File: src/rtl/comar_pkg.sv
// Shared constants and state encoding for the COMAR mask source: LFSR width,
// feedback taps, reset state and FSM state constants.
package comar_pkg;

  localparam int LFSR_W = 31;
  localparam int TAP_HI = 30;
  localparam int TAP_LO = 27;

  localparam logic [LFSR_W-1:0] LFSR_RESET = 31'h1;

  typedef logic [1:0] state_t;

  localparam state_t ST_IDLE   = 2'd0;
  localparam state_t ST_WARMUP = 2'd1;
  localparam state_t ST_RUN    = 2'd2;

endpackage

File: src/rtl/comar_lfsr_step.sv
// Combinational K-step unroll of the 31-bit Fibonacci LFSR
// s' = {s[29:0], s[30]^s[27]}.
module comar_lfsr_step
  import comar_pkg::*;
#(
  parameter int K = 7
) (
  input  logic [LFSR_W-1:0] s_i,
  output logic [LFSR_W-1:0] s_o
);

  always_comb begin
    s_o = s_i;
    for (int i = 0; i < K; i++) begin
      s_o = {s_o[LFSR_W-2:0], s_o[TAP_HI] ^ s_o[TAP_LO]};
    end
  end

endmodule

File: src/rtl/comar_mask_prng.sv
// Fresh-mask source for COMAR first-order gadgets: seeding, warm-up, stall-hold.
// Optional COMAR_MASK_PRNG_ZERO_LOCK_EN replaces an all-zero seed/state with 31'h1.
module comar_mask_prng
  import comar_pkg::*;
#(
  parameter int N_GADGETS = 1,
  parameter int WARMUP    = 16
) (
  input  logic                   clk,
  input  logic                   rst_n,
  input  logic [30:0]            seed_i,
  input  logic                   seed_valid_i,
  output logic                   seed_ready_o,
  input  logic                   enable_i,
  output logic                   rnd_valid_o,
  output logic [6*N_GADGETS-1:0] r_o,
  output logic                   common_o
);

  localparam int K      = 6*N_GADGETS + 1;
  localparam int WCNT_W = (WARMUP < 1) ? 1 : $clog2(WARMUP + 1);
  localparam logic [WCNT_W-1:0] WCNT_LAST = WCNT_W'((WARMUP == 0) ? 0 : WARMUP - 1);

  state_t              state_q, state_d;
  logic [LFSR_W-1:0]   s_q, s_d;
  logic [LFSR_W-1:0]   s_adv;
  logic [LFSR_W-1:0]   seed_load;
  logic [WCNT_W-1:0]   wcnt_q, wcnt_d;
  logic                seed_acc;

  comar_lfsr_step #(.K(K)) u_step (
    .s_i (s_q),
    .s_o (s_adv)
  );

`ifdef COMAR_MASK_PRNG_ZERO_LOCK_EN
  assign seed_load = (seed_i == '0) ? LFSR_RESET : seed_i;
`else
  assign seed_load = seed_i;
`endif

  assign seed_ready_o = (state_q != ST_WARMUP);
  assign seed_acc     = seed_valid_i & seed_ready_o;

  always_comb begin
    state_d = state_q;
    s_d     = s_q;
    wcnt_d  = wcnt_q;
    // A seed handshake outranks both warm-up and an enabled advance.
    if (seed_acc) begin
      s_d     = seed_load;
      wcnt_d  = '0;
      state_d = (WARMUP == 0) ? ST_RUN : ST_WARMUP;
    end else begin
      case (state_q)
        ST_IDLE: ;
        ST_WARMUP: begin
          s_d    = s_adv;
          wcnt_d = wcnt_q + 1'b1;
          if (wcnt_q == WCNT_LAST) state_d = ST_RUN;
        end
        ST_RUN: begin
`ifdef COMAR_MASK_PRNG_ZERO_LOCK_EN
          if (s_q == '0)    s_d = LFSR_RESET;
          else if (enable_i) s_d = s_adv;
`else
          if (enable_i) s_d = s_adv;
`endif
        end
        default: state_d = ST_IDLE;
      endcase
    end
  end

  always_ff @(posedge clk or negedge rst_n) begin
    if (!rst_n) begin
      state_q <= ST_IDLE;
      s_q     <= LFSR_RESET;
      wcnt_q  <= '0;
    end else begin
      state_q <= state_d;
      s_q     <= s_d;
      wcnt_q  <= wcnt_d;
    end
  end

  // Outputs depend only on flops, so enable_i never reaches them combinationally.
  assign rnd_valid_o = (state_q == ST_RUN);
  assign r_o         = rnd_valid_o ? s_q[6*N_GADGETS-1:0] : '0;
  assign common_o    = rnd_valid_o & s_q[6*N_GADGETS];

endmodule

File: config.mk
export PLATFORM = sky130hd
export DESIGN_NAME = comar_mask_prng
export DESIGN_NICKNAME = d
export VERILOG_FILES = /design/src/rtl/comar_pkg.sv /design/src/rtl/comar_lfsr_step.sv /design/src/rtl/comar_mask_prng.sv
export SDC_FILE = /design/constraint.sdc
export NUM_CORES = 1
export LEC_CHECK = 0
export CELL_PAD_IN_SITES_DETAIL_PLACEMENT = 2
export CELL_PAD_IN_SITES_GLOBAL_PLACEMENT = 2
export CORE_MARGIN = 8
export CORE_UTILIZATION = 34
export CTS_CLUSTER_SIZE = 24
export DETAILED_ROUTE_END_ITERATION = 12
export PLACE_DENSITY_LB_ADDON = 0.05
export SLEW_MARGIN = 10
export SYNTH_ARGS = -nofsm -noshare
export SYNTH_HDL_FRONTEND = slang
export SYNTH_SLANG_ARGS = --single-unit
export TNS_END_PERCENT = 30
File: constraint.sdc
create_clock -name clk -period 2.5 [get_ports clk]
set_input_delay 0.5 -clock clk [delete_from_list [all_inputs] [get_ports clk]]
set_output_delay 0.5 -clock clk [all_outputs]
set_load 0.05 [all_outputs]
==> flow_results.org, run 1 <==
** Worst setup path
- The signal on the critical path passes through and2b_1 -> buf_4 -> and2_1 -> buf_12.
- STA puts the critical path data required time at 2000 ps.
- CP peak stage delay :: 460 ps
- STA puts the critical path data arrival time at 1650 ps.
- The worst setup path is launched from a register.
- For this design, the slowest cell found on the critical path is sky130_fd_sc_hd__dfrtp_1.
- STA classifies the critical path endpoint as an output port.
- Along the worst path, the maximum fanout reaches 8.
- Classification of the worst setup path :: reg -> out

** STA
- Hold is met by 314 ps.
- Worst setup skew after layout :: 12.0 ps
- The final hold violation count was 0.
- Maximum operating frequency :: 0.465 GHz
- Unrepaired setup endpoints after global routing :: false
- Endpoints failing setup :: 0
- Final slew viol count :: 0
- After routing, the total negative slack on setup checks comes to 0 ps.
- Worst rel slew slack :: 0.404
- In the finished design, the share of the clock period the worst path needs comes to 0.860.
- Final critical delay including setup and external delays :: 2150 ps
- Transition time at the pin with the least slew margin :: 895 ps

** Drt
- After the first detailed-routing iteration, the DRC count stood at 69.
- The pre-antenna-repair detailed-routing pass consisted of 4 iterations.
- Total detailed-routing wirelength :: 7330 um
- In this run the remaining antenna-violating nets after routing total 0.
- For this block, the via count after detailed routing is 1,983.
- Routed wirelength normalized by instance count :: 20.6 um
- Ratio of routed vias to standard cells :: 5.59
- For this run, design rule violations remaining after detail routing come to 0.

** Hold path
- Path type of the worst min-delay path :: in -> async

** Run
- Across the run, the number of max-cap violations was 0.

** Cells and area
- Counting the fill cells in the layout gives 719.
- Sequential cell area :: 952 um2
- Count of nets after finishing :: 311
- The finished cells cover 2920 um2.
- Layout Area Growth over Synthesis :: 27.3%
- Of the cells placed in the final design, the portion with a size suffix greater than 1 is 0.124.
- 0 antenna diodes ended up in the layout.
- Area used by multi-input combinational logic :: 1190 um2

** Die
- Die X-Extent :: 98.1 um
- Number of placement rows :: 30
- Measured along the y axis, the die boundary spans 98.1 um.
- For this configuration, the core starts out at a cell density of 0.345.
- 44 I/O pins were placed.
- The floorplan step defined a die boundary enclosing 9630 um2.
- The floorplan step defined a core boundary enclosing 6640 um2.

** Clock tree
- Post-CTS setup buffer count :: 0
- CTS root buf :: sky130_fd_sc_hd__clkbuf_8
- The H-tree was split into 2 levels.
- Once the clock tree was built, the resizer swapped 0 gates to a different size.
- Number of buffers between clock root and the deepest sink :: 2
- Clock sink total :: 38
- TritonCTS built the clock tree.
- The clock reaches the later pin of the worst-skew pair after 300 ps.
- Clock tree synthesis inserted a total of 5 buffers.
- Buffers inserted to repair hold after CTS numbered 0.
- Clock transition at the registers of the reported paths :: 80 ps

** Synth
- Ys Warns :: 0
- sky130_fd_sc_hd__dfrtp_1 is the most common cell in the netlist.
- Number of cells produced by synthesis :: 237
- For this run, the register share of the synthesized area comes to 0.415.
- Synthesis inferred 38 register bits.
- Combinational family with the most area after synthesis :: simple AND/OR/NAND/NOR gates
- Summing every instance area after synthesis gives 2290 um2.
- The number of different library cells used by synthesis comes to 37.
- Compound-cell area share of the yosys netlist :: 0.202
- The share of synthesized area in the top cell type comes to 0.404.
- Number of flops mapped to enable cells by yosys :: 0
- Share of flip-flops with an asynchronous set or reset after synthesis :: 1.00
- Largest area contributor in the netlist :: sky130_fd_sc_hd__dfrtp_1
- Yosys attributes the largest share of cell area to sky130_fd_sc_hd__dfrtp_1 (40%), sky130_fd_sc_hd__a221o_1 (13%), sky130_fd_sc_hd__nand3b_1 (8.2%), sky130_fd_sc_hd__nor2b_1 (6.3%), sky130_fd_sc_hd__o21ai_0 (5.0%).
- Of the total synthesized cell area, the portion taken by full adders, half adders and majority gates is 0.0109.
- Sorting the synthesized cells by how often they occur yields sky130_fd_sc_hd__dfrtp_1 (37), sky130_fd_sc_hd__a221o_1 (30), sky130_fd_sc_hd__nand2_1 (27).
- Of the total synthesized cell area, the portion taken by AND, OR, NAND and NOR gates is 0.267.
- In the synthesized netlist the dominant register cell turns out to be sky130_fd_sc_hd__dfrtp_1.
- Synthesis produced a netlist with a net count of 274.
- The portion of synthesized area spent on multiplexers is 0.0142.
- Of the total synthesized cell area, the portion taken by XOR and XNOR cells is 0.0267.
- In this run the mean area of a mapped cell was 9.67 um2.

** Place
- After detailed placement, the total cell area comes to 2830 um2.
- The count of buffers added on input and output ports is 43.
- The HPWL after detailed placement is 5130 um.
- GP Congestion :: 0.761

** Global routing
- The first global-routing pass estimated 12,200 um of wire.
- Antenna violations before repair :: 0
- Largest net degree at the start of global routing :: 39
- The number of global-route vias before repair was 2,238.
- After global routing the overflow that remains totals 0.
- For this run, the total global-route usage over all layers was measured as 0.161.

** Pwr
- Power Density :: 1100 nW/um2
- VDD sags by at most 0.369 mV.
- Static power due to leakage :: 1.26 nW

** Status
- The flow ran to the end, and the final reports show no timing, DRC or antenna violations.
-- sequential cells by signal, summed over array words and instances, names as in the netlist --
| name | count |
|---|---|
| s_q | 31 |
| state_q | 2 |
| wcnt_q | 5 |
-- logic make-up (layout without fill, tap and decap cells) --
kind of cell,count (synthesis),in the layout
AO/OA/AOI/OAI,60,60
XOR/XNOR,7,7
adder cells (fa/ha/maj),2,2
buffers and inverters,26,64
flip-flops,38,38
multiplexers,3,3
AND/OR/NAND/NOR,101,101
-- critical path, delay by kind of cell (launching register included) --
kind | cells | cell delay [ps]
and+or+nand+nor | 2 | 560
buffers and inverters | 2 | 330
DFF | 1 | 460
-- placed cells by master (no fill, tap or decap), types with 2 or more instances in the layout --
cell type and n:
sky130_fd_sc_hd__a221o_1 30, sky130_fd_sc_hd__and2_1 6, sky130_fd_sc_hd__and3_1 8, sky130_fd_sc_hd__buf_12 8
sky130_fd_sc_hd__buf_2 2, sky130_fd_sc_hd__buf_4 10, sky130_fd_sc_hd__clkbuf_8 6, sky130_fd_sc_hd__clkdlybuf4s50_1 32
sky130_fd_sc_hd__dfrtp_1 37, sky130_fd_sc_hd__ha_1 2, sky130_fd_sc_hd__inv_1 3, sky130_fd_sc_hd__nand2_1 27
sky130_fd_sc_hd__nand3b_1 25, sky130_fd_sc_hd__nor2_1 2, sky130_fd_sc_hd__nor2b_1 23, sky130_fd_sc_hd__o21ai_0 23
sky130_fd_sc_hd__o21ai_1 2, sky130_fd_sc_hd__xor2_1 7
-- per-stage QoR --
step,instances,power [mW],util,setup slack (ps)
final,355,3.21,0.439,351
after global routing,355,3.47,0.439,250
after CTS,355,3.25,0.439,321
after detailed placement,347,2.78,0.425,444
after global placement,347,2.70,0.425,493
after floorplan,237,2.34,-,67.2
-- power by group --
part	switching, mW	internal [mW]	total [mW]
Clock	0.232	0.223	0.455
Combinational	0.719	0.776	1.49
Sequential	0.311	0.948	1.26
-- layer usage --
layer  track usage  share of wire  up-vias
met5             0              0        -
met4        0.0468         0.0098        0
met3        0.0391          0.044        7
met2         0.258           0.47       42
met1         0.209           0.48     1001
li1              -              -      933
-- worst paths after layout --
check | depth (start not counted) | end | from | slack [ps]
worst max-delay path | 4 | r_o[2] | state_q[0] | 350
worst min-delay path | 1 | s_q[26] | rst_n | 310
worst max register to register | 4 | wcnt_q[2] | state_q[0] | 790
worst min register to register | 1 | wcnt_q[2] | wcnt_q[2] | 520
max in group asynchronous | 1 | s_q[16] | rst_n | 1600
min in group clk | 1 | wcnt_q[2] | wcnt_q[2] | 520
-- final cells by class --
| cell class | count | share of cell area |
|---|---|---|
| clock buffers | 7 | 0.0296 |
| clock inverters | 1 | 0.00172 |
| inverters | 4 | 0.00515 |
| multi-input cells | 173 | 0.409 |
| flip-flops and latches | 38 | 0.326 |
| well taps | 80 | 0.0343 |
| repair buffers | 52 | 0.194 |
Note: power is estimated with default switching activity, not from simulation.
==> run 2, diff against run 1 <==
GPL_TIMING_DRIVEN = 0   (was default)
==> run 2 against run 1 <==
Effect of this change:
- worst hold slack lost 250 ps
- largest cell class unchanged
- routed wire length grew 6.9%
- highest routed layer unchanged
- clock power shrank 7.9%
- die area is the same
- utilization is essentially flat
- register-to-register slack lost 100 ps
- critical endpoint is now rnd_valid_o
- final area is essentially flat
==> flow_results.org, run 2 (synthesized netlist as in run 1, its figures left out) <==
** STA
- Worst rel slew slack :: 0.569 (was 0.404)
- Ratio of final minimum period to clock period :: 0.941 (was 0.860)
- Worst setup skew after layout :: 11.8 ps (was 12.0 ps)
- Final-layout setup total negative slack :: 0 ps (unchanged)
- Unrepaired setup endpoints after global routing :: false (unchanged)
- Final slew viol count :: 0 (unchanged)
- The actual transition at the worst max-transition pin is 646 ps (was 895 ps).
- The final hold violation count came to 0 (unchanged).
- Final critical delay including setup and external delays :: 2350 ps (was 2150 ps)
- Endpoints failing setup :: 0 (unchanged)
- The peak clock frequency supported by timing was 0.425 GHz (was 0.465 GHz).
- The tightest hold margin is 65.4 ps (was 314 ps).

** Worst setup path
- The top fanout value on the critical path is 10 (was 8).
- Required time of the critical path :: 2000 ps (about the same)
- The critical path class was reg -> out (unchanged).
- Slowest cell on the critical path :: sky130_fd_sc_hd__dlygate4sd2_1 (was sky130_fd_sc_hd__dfrtp_1)
- Nature of the critical path endpoint :: output port (unchanged)
- Startpoint Class :: register (unchanged)
- Cell breakdown of the critical path: clkbuf_2 -> and2b_2 -> dlygate4sd2_1 (was and2b_1 -> buf_4 -> and2_1 -> buf_12).
- The arrival time at the worst endpoint came to 1850 ps (was 1650 ps).
- The capture instance of the worst register-to-register path is s_q[16] (was wcnt_q[2]).
- The launching point of the worst reg2reg path was state_q[0] (unchanged).
- Worst Setup SP :: state_q[1] (was state_q[0])
- The number of cells on the worst reg-to-reg path came to 6 (was 4).
- CP peak stage delay :: 560 ps (was 460 ps)
- The endpoint of the worst setup timing path is rnd_valid_o (was r_o[2]).
- Slack of the worst reg-to-reg path :: 690 ps (was 790 ps)

** Cells and area
- Count of nets after finishing :: 325 (was 311)
- The fraction of final layout cells sized beyond drive strength 1 came to 0.135 (was 0.124).
- Total inserted antenna cells :: 0 (unchanged)
- The largest register by flop count was s_q (unchanged).
- Most frequent standard cell in the layout excluding fill and tap cells :: sky130_fd_sc_hd__dfrtp_1 (unchanged)
- Layout Area Growth over Synthesis :: 27.4% (was 27.3%)
- Area used by multi-input combinational logic :: 1190 um2 (about the same)
- Fin area :: 2920 um2 (about the same)
- Sequential cell area :: 953 um2 (was 952 um2)
- Regs by FF count :: s_q (31), wcnt_q (5), state_q (2) (unchanged)
- Filler cell count in the final layout :: 732 (was 719)
- Flip-flop count of the largest register, all copies and words added :: 31 (unchanged)
- Most frequent cells in the layout: sky130_fd_sc_hd__dfrtp_1 (36), sky130_fd_sc_hd__clkdlybuf4s50_1 (33), sky130_fd_sc_hd__a221o_1 (30) (was sky130_fd_sc_hd__dfrtp_1 (37), sky130_fd_sc_hd__clkdlybuf4s50_1 (32), sky130_fd_sc_hd__a221o_1 (30)).
- Final core utilization :: 0.440 (was 0.439)

** Global routing
- The number of antenna violations at the first check in global routing came to 0 (unchanged).
- Largest net degree at the start of global routing :: 30 (was 39)
- Global-route met1 utilization :: 0.237 (was 0.209)
- The total overflow reported by the global router came to 0 (unchanged).
- The met2 capacity usage during global routing came to 0.280 (was 0.258).
- The overall track demand over capacity in global routing was 0.174 (was 0.161).
- The global-route wire length before repair is 13,200 um (was 12,200 um).
- Met3 GRT Util :: 0.0341 (was 0.0391)
- Vias in the first global route :: 2,286 (was 2,238)
- The most crowded layer after global routing was met2 (unchanged).

** Status
- Outcome: finished clean (unchanged).

** Clock tree
- Clock sink total :: 38 (unchanged)
- Clock transition at the registers of the reported paths :: 80 ps (about the same)
- The clock insertion delay at the later pin of the skew report was 290 ps (was 300 ps).
- H-Tree Level Count :: 2 (unchanged)
- CTS root buf :: sky130_fd_sc_hd__clkbuf_8 (unchanged)
- CTS tree :: built (unchanged)
- Number of buffers between clock root and the deepest sink :: 2 (unchanged)
- The number of clock buffers inserted by TritonCTS was 5 (unchanged).

** Die
- The starting utilization of the core area came to 0.345 (unchanged).
- The area of the core was 6640 um2 (unchanged).
- Number of placement rows :: 30 (unchanged)
- Die X-Extent :: 98.1 um (unchanged)
- Die area :: 9630 um2 (unchanged)
- Top-level I/O count :: 44 (unchanged)
- The height of the die was 98.1 um (unchanged).

** Drt
- The total vias in the final route is 2,038 (was 1,983).
- The DRC marker count from the first detailed-route iteration came to 77 (was 69).
- The post-route DRC violation count was 0 (unchanged).
- Number of iterations in the first detailed-routing pass :: 4 (unchanged)
- Antenna Nets Post-Route :: 0 (unchanged)
- Routed wirelength normalized by instance count :: 21.2 um (was 20.6 um)
- Total detailed-routing wirelength :: 7840 um (was 7330 um)
- Ratio of routed vias to standard cells :: 5.52 (was 5.59)

** Place
- Count of buffers inserted at the top-level ports :: 43 (unchanged)
- The half-perimeter wire length after detailed placement was 5760 um (was 5130 um).
- The placer congestion estimate was 0.790 (was 0.761).
- The standard cell area after detailed placement is 2840 um2 (was 2830 um2).

** Pwr
- The switching portion of total power was 0.396 (was 0.393).
- Power Density :: 1110 nW/um2 (was 1100 nW/um2)
- Share of total power in sequential cells :: 0.384 (was 0.392)
- Share of power burned in the clock network :: 0.129 (was 0.142)
- Overall power :: 3.24 mW (was 3.21 mW)
- Net switching power figure :: 1.29 mW (was 1.26 mW)
- The peak supply drop is 0.368 mV (was 0.369 mV).
- Proportion of power drawn by combinational gates :: 0.487 (was 0.466)
- The leakage power summed over all cells was 1.26 nW (about the same).
- The cell-internal power was 1.96 mW (was 1.95 mW).

** Hold path
- Path type of the worst min-delay path :: in -> async (unchanged)

** Run
- Maximum Capacitance Violations :: 0 (unchanged)
==> run 2: cell types whose count changed in the layout (fill, tap and decap cells not counted), sizes merged <==
cell | previous run | this run
clkbuf | 7 | 17
clkdlybuf4s15 | 0 | 6
buf | 20 | 15
clkdlybuf4s50 | 32 | 33
clkinv | 1 | 2
dlygate4sd2 | 0 | 1
==> run 2: final cells by class <==
type	count	share of cell area
well taps	80	0.0343
multi-input cells	173	0.409
flip-flops and latches	38	0.326
clock inverters	2	0.00343
repair buffers	44	0.151
inverters	4	0.00514
plain buffers	22	0.0454
clock buffers	6	0.0249
==> run 2: worst min path at each step <==
stage	from	to	slack (ps)	depth (start not counted)
4_1_cts	rst_n	s_q[2]	60	1
2_1_floorplan	rst_n	s_q[10]	200	0
3_3_place_gp	wcnt_q[2]	wcnt_q[2]	490	1
3_5_place_dp	rst_n	s_q[28]	390	1
5_1_grt	rst_n	s_q[4]	70	1
6_report	rst_n	s_q[4]	70	1
==> run 2: layer usage <==
metal / vias up / share of wire / wire, um
met1: 1028 / 0.49 / 3850
met4: 0 / 0.010 / 78
met2: 40 / 0.46 / 3620
met5: - / 0 / 0
met3: 7 / 0.036 / 284
li1: 963 / - / -
==> run 2: critical path, delay by kind of cell (launching register included) <==
| kind | cells | cell delay (ps) |
|---|---|---|
| flip-flops | 1 | 470 |
| buffers and inverters | 2 | 810 |
| AND/OR/NAND/NOR | 1 | 290 |
==> run 2: stage by stage <==
stage	worst slack, ps	std cells
after floorplan	67.2	237
after global placement	-332	360
after detailed placement	-361	361
after CTS	15.2	369
after global routing	24.0	369
final	146	369
==> run 2: what timing repair did <==
action                                 in CTS  in global routing
hold buffers                                0                  0
buffers inserted                            0                  0
setup endpoints to repair                   9                  2
endpoints found under the hold margin       0                  0
resized for setup                          27                  3
==> run 2: power groups by stage <==
stage                     logic [mW]  registers [mW]  clock network (mW)
after floorplan                 1.21            1.13                   0
after global placement          1.56            1.25                   0
after detailed placement        1.60            1.26                   0
after CTS                       1.61            1.25               0.433
after global routing            1.79            1.29               0.456
final                           1.58            1.24               0.419
